--- config.mk ---
export PLATFORM = sky130hd
export DESIGN_NAME = pipeline_bypass_mux
export DESIGN_NICKNAME = d
export VERILOG_FILES = /design/src/rtl/pipeline_bypass_mux.sv
export SDC_FILE = /design/constraint.sdc
export NUM_CORES = 1
export LEC_CHECK = 0
export CAP_MARGIN = 20
export CORE_AREA = 2 2 39 41
export DETAILED_ROUTE_END_ITERATION = 8
export DIE_AREA = 0 0 41 43
export GPL_ROUTABILITY_DRIVEN = 0
export HOLD_SLACK_MARGIN = 0.02
export MAX_ROUTING_LAYER = met4
export PLACE_DENSITY = 0.37
export SLEW_MARGIN = 20
export SYNTH_ARGS = -nofsm -noshare
export SYNTH_HDL_FRONTEND = slang
export SYNTH_SLANG_ARGS = --single-unit
--- constraint.sdc ---
create_clock -name clk -period 1.1 [get_ports clk]
set_clock_uncertainty 0.2 [all_clocks]
set_input_delay 0.275 -clock clk [delete_from_list [all_inputs] [get_ports clk]]
set_output_delay 0.275 -clock clk [all_outputs]
set_load 0.05 [all_outputs]
--- src/rtl/pipeline_bypass_mux.sv ---
// ============================================================================
// Module   : pipeline_bypass_mux
// Purpose  : Build-time selectable single-stage pipeline register or
//            zero-latency combinational bypass. Defining PIPELINE_MUX_VALID_EN
//            adds an out_valid port.
// Revision : 1.0 - initial release
// ============================================================================
`default_nettype none

module pipeline_bypass_mux #(
    parameter int    WIDTH           = 4,
    parameter int    PIPELINE_ENABLE = 1,
    parameter string RSTTYPE         = "SYNC"
) (
    input  logic             clk,
    input  logic             rst,
    input  logic             en,
    input  logic [WIDTH-1:0] in,
    output logic [WIDTH-1:0] out
`ifdef PIPELINE_MUX_VALID_EN
    ,
    output logic             out_valid
`endif
);

    generate
        if (RSTTYPE != "SYNC") begin : g_bad_rsttype
            $error("pipeline_bypass_mux: only RSTTYPE \"SYNC\" is supported");
        end

        if (PIPELINE_ENABLE == 0) begin : g_bypass
            // Control inputs are intentionally ignored on the bypass path.
            logic w_unused_ctrl;
            assign w_unused_ctrl = clk ^ rst ^ en;
            assign out           = in;
`ifdef PIPELINE_MUX_VALID_EN
            assign out_valid     = 1'b1;
`endif
        end else begin : g_pipe
            logic [WIDTH-1:0] r_q;

            always_ff @(posedge clk) begin
                if (rst) begin
                    r_q <= '0;
                end else if (en) begin
                    r_q <= in;
                end
            end

            assign out = r_q;

`ifdef PIPELINE_MUX_VALID_EN
            // Sticky flag: set by the first enabled load after reset.
            logic r_valid;

            always_ff @(posedge clk) begin
                if (rst) begin
                    r_valid <= 1'b0;
                end else if (en) begin
                    r_valid <= 1'b1;
                end
            end

            assign out_valid = r_valid;
`endif
        end
    endgenerate

endmodule

`default_nettype wire

Word level (Yosys, flattened, before mapping)
Index checks and enable logic that the tools add are counted.
{ "word_totals": {"regBits": 4, "input_bits": 7, "word_cells": 1, "output_inout_bits": 4} }

Longest topological paths before layout
{ "logic_depth": {"depth_word": 0, "depth_mapped": 3} }

Worst setup path after synthesis
Ideal clock, no wire load.
{ "synth_timing": {"kind": "register -> register", "from": "reg out[0] (netlist name)", "to": "reg g_pipe.r_q[0], in the netlist out[0]", "t_required_ns": 0.835, "synth_period_minus_slack_ns": 1.082, "setup_slack_ns": 0.018, "stages_incl_launch_ff": 3, "t_arrival_ns": 0.817, "path_cell_list": "dfxtp_1 -> mux2i_1 -> nor2_1"} }
{ "synth_lines": {"columns": ["item", "line", "text"], "rows": [
  ["to (signal assigned)", "46", "r_q <= in;"],
  ["to (decl)", "40", "logic [WIDTH-1:0] r_q;"]
]} }

Worst setup path in the final report
{ "layout_timing": {"from": "reg g_pipe.r_q[0], in the netlist out[0]", "to": "out out[0]"} }
{ "layout_lines": {"columns": ["item", "line", "text"], "rows": [
  ["to (decl)", "19", "output logic [WIDTH-1:0] out"]
]} }
No word-level cell between the ends.

==> results.json <==
{
  "outcome": "complete, but fails checks",
  "violations": "negative setup slack",
  "final_nets": 34,
  "synth_seq_area_share_pct": 57.1,
  "start_kind": "flop",
  "grt_antenna_before_repair": 0,
  "num_io_pins": 11,
  "rrSetupSlack_ns": 0.27,
  "dr.pass1.iters": 2,
  "path_depth": 1,
  "grt_pass1_vias": 163,
  "setup_viol": 4,
  "netlist_top_cells_area": "dfxtp_1, mux2i_1, nor2_1",
  "hold_violations": 0,
  "synth_area_um2": 140,
  "yosys.area.top_type": "dfxtp_1",
  "syn2layout_area_growth_pct": 129,
  "avgSynthCellArea_um2": 10.8,
  "synth-edff-count": 0,
  "r2r_cells": 2,
  "timing.slew.headroom_pct": 84.9,
  "clk_latency_ns": 0.23,
  "cts-htree-levels": 1,
  "clock.fmax_mhz": 849,
  "ant_nets": 0,
  "largest_reg_flops": 4,
  "grt_max_degree": 5,
  "synth-main-ff-cell": "dfxtp_1",
  "yosysUniqueCellTypes": 4,
  "drc": 0,
  "slowest_delay_ns": 0.34,
  "num_vias": 127,
  "worst_slack_ns": -0.0781,
  "ir_worst_vdd_mv": 0.178,
  "power_w": 0.000442,
  "drive_gt1_share_pct": 44.0,
  "grt_pass1_wl_um": 600,
  "cp-end-kind": "output port",
  "timing.final.crit_period_ns": 1.18,
  "finish.utilization_pct": 23.2,
  "grt_usage_pct": 5.65,
  "syn-num-nets": 20,
  "r2r-start": "out[1]$_SDFFE_PP0P_",
  "cts_buffers": 3,
  "clockBufferDepth": 2,
  "crit_path_start": "out[0]$_SDFFE_PP0P_",
  "worst_ep_required_time_ns": 0.62,
  "finalCritPeriodShare_pct": 107,
  "grt_overflow_total": 0,
  "critical_path_class": "reg2out",
  "slew_viol_final": 0,
  "synth_seq_cells": 4,
  "synth_top_cell_area_share_pct": 57.1,
  "dieWidth_um": 41,
  "ys_top_cells_by_count": "dfxtp_1, mux2i_1, nor2_1",
  "drt_iter0_drc": 1,
  "path_max_fanout": 2,
  "io_buffers": 10,
  "cp_data_arrival_time_ns": 0.70,
  "maxCapViolCount": 0,
  "routed_wl_um": 359,
  "detail_route.wl_per_cell_um": 8.76,
  "cts_tree": "yes",
  "nFillCells": 150,
  "worstHoldStart": "out[0]$_SDFFE_PP0P_",
  "numClockSinks": 4,
  "p_leak_nw": 0.138,
  "path_buf_inv": 1,
  "powerDensity_mw_per_mm2": 1370,
  "cts-root-buf": "clkbuf_4",
  "cp_top_family": "flip-flops",
  "ys_async_sr_fraction_pct": 0,
  "diodes": 0,
  "rsz0062_at_grt": "true",
  "post_drt_via_cell_ratio": 3.10,
  "initial_core_util_pct": 10.1,
  "die_area_mm2": 0.00176,
  "hold_path.class": "reg2reg",
  "whs_path_depth": 2,
  "max_slew.worst_pin.slew_ns": 0.226,
  "clk_pin_slew_ns": 0.03,
  "die_y_um": 43,
  "crit_slowest_cell": "dfxtp_2",
  "fp.coreArea_mm2": 0.00138,
  "row_count": 14,
  "path_cells": "buf_12",
  "synth_cells": 13,
  "yosys_warnings": 0
}
[report_power, final]
part,internal [W],switching (W)
clock,0.000122,0.0000521
sequential,0.000157,0.00000831
combinational,0.0000573,0.0000459
total,0.000336,0.000106
[per-layer routing]
layer | track usage (%) | wire (um)
met4 | 6.00 | 0
met1 | 4.47 | 129
met5 | - | 0
met3 | 3.66 | 74
met2 | 7.81 | 155
[cells by family (layout without fill, tap and decap cells)]
kind of cell	count (synthesis)	after routing	synth area share, %
AND/OR/NAND/NOR	4	4	10.7
multiplexers	4	4	28.6
buffers and inverters	1	13	3.57
flip-flops	4	4	57.1
[final cells by class]
class	instances	area [um^2]	area share [%]
repair buffers	10	139	43.2
well taps	16	20.0	6.23
clock buffers	3	22.5	7.00
flip-flops and latches	4	85.1	26.5
multi-input cells	8	55.1	17.1
[stage by stage]
step           setup slack, ns  instance area, um^2  cells  hold slack, ns  setup TNS (ns)
2_1_floorplan           0.0180                  140     13           0.147               0
3_3_place_gp            -0.363                  295     38           0.338           -1.43
3_5_place_dp            -0.374                  295     38           0.353           -1.48
4_1_cts                -0.0887                  322     41           0.323          -0.352
5_1_grt                 -0.116                  322     41           0.350          -0.445
6_report               -0.0781                  322     41           0.316          -0.307
[cells in the final DEF (no fill, tap or decap)]
cell             count
buf_12               4
clkbuf_4             3
clkdlybuf4s50_1      5
dfxtp_2              4
dlygate4sd2_1        1
mux2i_1              4
nor2_1               4
[final timing paths]
kind                         endpoint
hold / removal    out[0]$_SDFFE_PP0P_
hold reg to reg   out[0]$_SDFFE_PP0P_
setup / recovery               out[0]
setup reg to reg  out[1]$_SDFFE_PP0P_
[timing repair]
action,CTS,global route
gates resized for setup,5,0
setup buffers,0,0
hold buffers,0,0
endpoints found under the setup margin,8,4
(Power assumes the default switching activity.)
